==> src/rtl/common_pkg.sv <==
// Shared types for the memory stage: access sizes, pipeline bundles and data-bus records.
// Widths are fixed for a 64-bit datapath over an 8-byte bus.
package common;

    localparam int XLEN      = 64;
    localparam int BUS_BYTES = 8;
    localparam int OFFSET_W  = 3;

    typedef enum logic [1:0] {
        MSIZE_B = 2'd0,
        MSIZE_H = 2'd1,
        MSIZE_W = 2'd2,
        MSIZE_D = 2'd3
    } msize_t;

    localparam logic [BUS_BYTES-1:0] MASK_B = 8'h01;
    localparam logic [BUS_BYTES-1:0] MASK_H = 8'h03;
    localparam logic [BUS_BYTES-1:0] MASK_W = 8'h0F;
    localparam logic [BUS_BYTES-1:0] MASK_D = 8'hFF;

    typedef enum logic [1:0] {
        IDLE = 2'd0,
        BUSY = 2'd1,
        DONE = 2'd2
    } mem_state_t;

    typedef struct packed {
        logic            valid;
        logic [XLEN-1:0] pc;
        logic [31:0]     instr;
        logic [4:0]      rd;
        logic            regwrite;
        logic            memread;
        logic            memwrite;
        msize_t          msize;
        logic            zeroext;
        logic [XLEN-1:0] alu_result;
        logic [XLEN-1:0] store_data;
    } execute_data_t;

    typedef struct packed {
        logic            valid;
        logic [XLEN-1:0] pc;
        logic [31:0]     instr;
        logic [4:0]      rd;
        logic            regwrite;
        logic [XLEN-1:0] result;
        logic            misalign;
    } memory_data_t;

    typedef struct packed {
        logic                 valid;
        logic [XLEN-1:0]      addr;
        msize_t               size;
        logic [BUS_BYTES-1:0] strobe;
        logic [XLEN-1:0]      data;
    } dbus_req_t;

    typedef struct packed {
        logic            addr_ok;
        logic            data_ok;
        logic [XLEN-1:0] data;
    } dbus_resp_t;

    function automatic logic [BUS_BYTES-1:0] size_mask(input msize_t s);
        logic [BUS_BYTES-1:0] m;
        case (s)
            MSIZE_B: m = MASK_B;
            MSIZE_H: m = MASK_H;
            MSIZE_W: m = MASK_W;
            default: m = MASK_D;
        endcase
        return m;
    endfunction

endpackage

==> src/rtl/mem_align.sv <==
// Byte-lane alignment for the memory stage: misalignment detection, store lane
// placement and load extraction with sign or zero extension. Purely combinational.
module mem_align
    import common::*;
(
    input  logic [OFFSET_W-1:0]  offset,
    input  msize_t               msize,
    input  logic                 zeroext,
    input  logic [XLEN-1:0]      store_data,
    input  logic [XLEN-1:0]      load_data,
    output logic                 misalign,
    output logic [BUS_BYTES-1:0] strobe,
    output logic [XLEN-1:0]      wdata,
    output logic [XLEN-1:0]      load_result
);

    logic [XLEN-1:0] raw;
    logic [XLEN-1:0] ext [4];

    always_comb begin
        misalign = 1'b0;
        case (msize)
            MSIZE_B: misalign = 1'b0;
            MSIZE_H: misalign = offset[0];
            MSIZE_W: misalign = |offset[1:0];
            default: misalign = |offset;
        endcase
    end

    assign strobe = size_mask(msize) << offset;
    assign wdata  = store_data << {offset, 3'b000};
    assign raw    = load_data >> {offset, 3'b000};

    // One extension candidate per access width; the size selects among them.
    generate
        for (genvar gi = 0; gi < 4; gi++) begin : g_ext
            localparam int W = 8 << gi;
            if (W == XLEN) begin : g_full
                assign ext[gi] = raw;
            end else begin : g_part
                assign ext[gi] = zeroext ? {{(XLEN-W){1'b0}}, raw[W-1:0]}
                                         : {{(XLEN-W){raw[W-1]}}, raw[W-1:0]};
            end
        end
    endgenerate

    assign load_result = ext[msize];

endmodule

==> src/rtl/mem_stage.sv <==
// Memory-access stage: issues loads/stores on the data bus, stalls upstream while an
// access is outstanding, and forms the MEM/WB bundle.
module mem_stage
    import common::*;
(
    input  logic          clk,
    input  logic          reset,
    input  execute_data_t dataE,
    output dbus_req_t     dreq,
    input  dbus_resp_t    dresp,
    output memory_data_t  dataM,
    output logic          stallM
);

    mem_state_t           state_reg;
    mem_state_t           state_next;
    logic [XLEN-1:0]      capture_reg;
    logic [XLEN-1:0]      capture_next;

    logic                 mem_op;
    logic                 misalign;
    logic                 issue;
    logic                 req_valid;
    logic [BUS_BYTES-1:0] strobe;
    logic [XLEN-1:0]      wdata;
    logic [XLEN-1:0]      load_result;
    logic                 unused_bits;

    assign unused_bits = dresp.addr_ok;

    mem_align u_align (
        .offset      (dataE.alu_result[OFFSET_W-1:0]),
        .msize       (dataE.msize),
        .zeroext     (dataE.zeroext),
        .store_data  (dataE.store_data),
        .load_data   (capture_reg),
        .misalign    (misalign),
        .strobe      (strobe),
        .wdata       (wdata),
        .load_result (load_result)
    );

    assign mem_op = dataE.valid & (dataE.memread | dataE.memwrite);
    assign issue  = mem_op & ~misalign;

    always_ff @(posedge clk) begin
        if (reset) begin
            state_reg   <= IDLE;
            capture_reg <= '0;
        end else begin
            state_reg   <= state_next;
            capture_reg <= capture_next;
        end
    end

    // DONE always returns to IDLE so the frozen instruction is never re-issued.
    always_comb begin
        state_next   = state_reg;
        capture_next = capture_reg;
        req_valid    = 1'b0;
        stallM       = 1'b0;
        case (state_reg)
            IDLE: begin
                if (issue) begin
                    req_valid = 1'b1;
                    stallM    = 1'b1;
                    if (dresp.data_ok) begin
                        state_next   = DONE;
                        capture_next = dresp.data;
                    end else begin
                        state_next = BUSY;
                    end
                end
            end
            BUSY: begin
                req_valid = 1'b1;
                stallM    = 1'b1;
                if (dresp.data_ok) begin
                    state_next   = DONE;
                    capture_next = dresp.data;
                end
            end
            DONE: begin
                state_next = IDLE;
            end
            default: begin
                state_next = IDLE;
            end
        endcase
    end

    always_comb begin
        dreq.valid  = req_valid;
        dreq.addr   = dataE.alu_result;
        dreq.size   = dataE.msize;
        dreq.strobe = strobe;
        dreq.data   = wdata;
    end

    always_comb begin
        dataM.valid    = dataE.valid & ~stallM;
        dataM.pc       = dataE.pc;
        dataM.instr    = dataE.instr;
        dataM.rd       = dataE.rd;
        dataM.misalign = mem_op & misalign;
        dataM.regwrite = dataE.regwrite;
        dataM.result   = dataE.alu_result;
        if (mem_op) begin
            if (misalign || dataE.memwrite) begin
                dataM.regwrite = 1'b0;
                dataM.result   = '0;
            end else begin
                dataM.result = load_result;
            end
        end
    end

endmodule

==> config.mk <==
export PLATFORM = sky130hd
export DESIGN_NAME = mem_stage
export DESIGN_NICKNAME = d
export VERILOG_FILES = /design/src/rtl/common_pkg.sv /design/src/rtl/mem_align.sv /design/src/rtl/mem_stage.sv
export SDC_FILE = /design/constraint.sdc
export NUM_CORES = 1
export LEC_CHECK = 0
export BUFFER_PORTS_ARGS = -buffer_cell sky130_fd_sc_hd__buf_2
export CORE_AREA = 2 2 237 239
export CTS_CLUSTER_DIAMETER = 80
export DETAILED_ROUTE_END_ITERATION = 8
export DIE_AREA = 0 0 239 241
export GPL_TIMING_DRIVEN = 1
export PLACE_DENSITY = 0.42
export SLEW_MARGIN = 10
export SYNTH_ARGS = -nofsm -noshare
export SYNTH_HDL_FRONTEND = slang
export SYNTH_SLANG_ARGS = --single-unit
==> constraint.sdc <==
create_clock -name clk -period 4.21 [get_ports clk]
set_input_delay 0.2105 -clock clk [delete_from_list [all_inputs] [get_ports clk]]
set_output_delay 0.2105 -clock clk [all_outputs]
set_load 0.02 [all_outputs]
### After elaboration in Yosys (flattened, before gate mapping)

Index checks and enable logic that the tools add are counted.

* register bits: 66
* input port bits: 304
* output and inout port bits: 308
* logic and storage cells: 47

* magnitude comparators: 1
* eq/ne operators: 5
* shift operators: 3
* multiplexer cells: 20
* bitwise logic cells: 8
* reduce and logical (&&, ||, !) cells: 8

Operator list (count)
* $mux W64: 8
* $bmux W64 S2: 1
* $pmux W64 S2: 1
* $mux W65: 1
* $shl A64 B6 Y64: 1
* $shr A64 B6 Y64: 1
* $pmux W8 S3: 1
* $shl A8 B3 Y8: 1
* $mux W2: 3
* $and A1 B1 Y1: 4
* $eq A2 B1 Y1 const B: 2
* $logic_not A2 Y1: 2
* $ne A2 B2 Y1 const B: 2
* $pmux W2 S2: 1
* $reduce_and A2 Y1: 2
* $ge A3 B3 Y1 const B: 1
* $not A2 Y3: 1
* $pmux W1 S3: 1
* $reduce_or A3 Y1: 1
* $eq A2 B2 Y1 const B: 1
* $mux W1: 2
* $not A1 Y1: 2
* $pmux W1 S2: 1
* $reduce_bool A2 Y1: 1
* 3 further kinds: 3

### Depth between registers and ports, before layout

* word-level depth: 8
* gate-level depth with buffers: 9
* gate-level depth less buffers: 5

### By module

A second synthesis with hierarchy kept.

* cell total of the unflattened synthesis: 1252
* area total of the unflattened synthesis: 9629.2 sq um

Modules (own cells, without submodules)
* mem_stage: instances 1, cells an instance 671, area each 5165.0 sq um, seq. area each 1321.3 sq um
* mem_align: instances 1, cells an instance 581, area each 4464.3 sq um, seq. area each 0.0 sq um

### Worst setup path before layout

No wires, ideal clock.

* path kind: input -> output
* start point: input dataE[65] (netlist name)
* end point: output dataM[63] (netlist name)
* arrival: 2000 ps
* slack: 2000 ps
* stages on the path: 7
* path buffers: 3
* cell sequence: buf_2 or2_1 buf_4 nor2_1 clkbuf_1 a21oi_1 o21ai_0

RTL lines
* start: declaration: RTL line mem_stage.sv:8 `input execute_data_t dataE,`
* end: declaration: RTL line mem_stage.sv:11 `output memory_data_t dataM,`

==> results_dict.tcl <==
set metrics [dict create \
    cp.arrival_ns 3.07 \
    dr_wl_met2_um 21070 \
    placedCellCount 1909 \
    mostFrequentLayoutCells "buf_2, nor2_1, mux2i_1" \
    cts_buffer_depth 2 \
    hold_buffers 0 \
    grt_pass1_wl_um 63900 \
    finalNonFillerCells 1936 \
    wl_met1_um 21530 \
    drc 0 \
    num_rows 86 \
    internal_power_mw 1.489 \
    antenna_found_initial 30 \
    cpLargestDelayFamily "simple AND/OR/NAND/NOR gates" \
    ys_dominant_reg_cell "dfxtp_1" \
    worstSetupPathType "in2out" \
    synthTopCellsByArea "mux2i_1, dfxtp_1, buf_4, nor2_1, mux2_2" \
    core_mm2 0.05488 \
    p_sw_mw 1.058 \
    finalSetupViolations 0 \
    grt_max_degree 79 \
    syn_nets 1337 \
    netlist_area_mm2 0.008024 \
    status "finished clean" \
    worstHoldStart "dresp[64]" \
    ant_nets 0 \
    yosys.area.top_type_share_pct 19.59 \
    synth_cell_types 54 \
    timing.rr.start "state_reg[0]" \
    critPathMaxStageDelay_ns 0.90 \
    slowest_stage "and4_1" \
    path_clk_slew_ns 0.07 \
    initial_core_util_pct 14.62 \
    finalWirelength_um 48960 \
    p_comb_share_pct 42.4 \
    vias_per_cell 4.357 \
    worst_pin_slew_ns 1.045 \
    cellPowerDensity_mw_per_mm2 262.2 \
    root_buffer "clkbuf_16" \
    start_kind "input pin" \
    avgSynthCellArea_um2 7.768 \
    layout.nets 1520 \
    min_period_over_period_pct 77.95 \
    grtUsageTotal_pct 15.92 \
    place_congestion 0.8500 \
    period_minus_slack_ns 3.282 \
    path_buf_inv 2 \
    largest_reg_flops 64 \
    firstDrtPassIters 5 \
    worstPathMaxFanout 22 \
    port_buffers 408 \
    drive_gt1_share_pct 41.77 \
    gr-total-overflow 0 \
    die_area_mm2 0.05760 \
    worst_ep_required_time_ns 4.00 \
    fill_cells 6298 \
    synth_largest_area_cell "mux2i_1" \
    vias 8436 \
    end_kind "output pin" \
    max_freq_mhz 304.7 \
    postSynth.asyncResetShare_pct 0 \
    seqPwrFrac_pct 26.5 \
    reg2reg_depth 5 \
    hold_end "state_reg[0]" \
    relSlewSlack_pct 30.30 \
    finalClockSkew_ns 0.01232 \
    tns_ns 0 \
    r2r_end "capture_reg[23]" \
    p_leak_nw 4.781 \
    tritoncts "built" \
    highest_layer "met5" \
    cts_max_level 3 \
    dpl.hpwl_um 40980 \
    yosysSeqAreaShare_pct 16.47 \
    ios 612 \
    rsz0062_at_grt "no" \
    peakVddDrop_mv 0.1777 \
    whs_ns 0.05558 \
    area_growth_pct 21.07 \
    maxCapViolations 0 \
    power_frac_clock_pct 31.1 \
    slew_violations 0 \
    swShare_pct 41.53 \
    cts_setup_buffers 0 \
    route.met3.wl_um 4671 \
    synth-seq-cells 66 \
    worstHoldPathCells 2 \
    fp.dieW_um 239 \
    grt_pass1_vias 8007 \
    hp-class "in2reg" \
    avgRoutedWirePerCell_um 25.29 \
    r2r_slack_ns 2.41 \
    finalHoldViolCount 0 \
    cts_inserted_buffers 9 \
    synth-edff-count 0 \
    cp_cell_sequence "buf_4 > or2_2 > o22ai_1 > o311ai_4 > and4_1 > a22o_1 > buf_2" \
    drt_iter0_drc 547 \
    syn_inst 1033 \
    yosys_warnings 0 \
    final_common_cell "buf_2" \
    cts-resized-gates 0 \
    cts_sinks 66 \
    clk-insertion-delay-late_ns 0.34 \
    die_h_um 241 \
]
## routing by layer
| layer | track usage (%) | vias up |
|---|---|---|
| met5 | 0 | - |
| met4 | 5.492 | 28 |
| met3 | 5.650 | 126 |
| met2 | 23.94 | 425 |
| met1 | 20.97 | 4005 |
| li1 | - | 3852 |
## cell families after synthesis
| logic type | count (synthesis) | synth area share, % |
|---|---|---|
| muxes | 203 | 27.91 |
| AOI/OAI and AO/OA | 216 | 18.63 |
| buffers and inverters | 258 | 21.72 |
| and+or+nand+nor | 290 | 15.27 |
| DFF | 66 | 16.47 |
## synth_stat cells, drive strengths merged (2+ instances only)
library cell  instances
mux2i               157
o32ai                 9
nand4                 2
a32o                  3
o21a                  2
a22o                 19
nor2                166
mux4                 13
inv                   6
or2                   3
nand2b               10
o21ai                70
a22oi                 2
nand2                76
o31a                  7
o22ai                11
mux2                 33
dfxtp                66
o31ai                17
clkbuf               48
a31oi                 8
nand3                 4
buf                 204
and2                 13
nor2b                 9
nor3                  2
a21oi                46
o221ai               14
## power groups by stage
stage	Combinational [mW]	Sequential, mW	Clock (mW)
after CTS	1.09	0.675	0.806
after global routing	1.16	0.679	0.833
after global placement	1.08	0.688	0
after detailed placement	1.08	0.689	0
final	1.08	0.675	0.793
after floorplan	0.817	0.679	0
## worst max path at each step
stage,start,end,slack [ns],cells past startpoint
5_1_grt,dataE[64],dataM[55],0.76,7
3_5_place_dp,dataE[65],dataM[55],0.86,7
3_3_place_gp,dataE[65],dataM[55],0.97,7
6_report,dataE[65],dataM[55],0.93,7
2_1_floorplan,dataE[65],dataM[63],2.00,7
4_1_cts,dataE[65],dataM[55],0.88,7
## layout make-up
cell class	count	area [µm²]	share of cell area, %
multi-input cells	709	4982	51.29
repair buffers	424	2171	22.35
flip-flops and latches	66	1321	13.60
well taps	704	880.8	9.067
clock buffers	9	225.2	2.318
clock inverters	7	83.83	0.8630
diodes	11	27.53	0.2834
inverters	6	22.52	0.2318
## per-stage QoR
stage	util (%)	area (µm²)	power, mW	worst slack [ns]
after global routing	17.66	9692	2.668	0.7578
final	17.70	9714	2.547	0.9284
after detailed placement	17.09	9378	1.774	0.8604
after global placement	17.09	9378	1.768	0.9685
after floorplan	-	8024	1.497	2.000
after CTS	17.65	9687	2.568	0.8819
(Power assumes the default switching activity.)
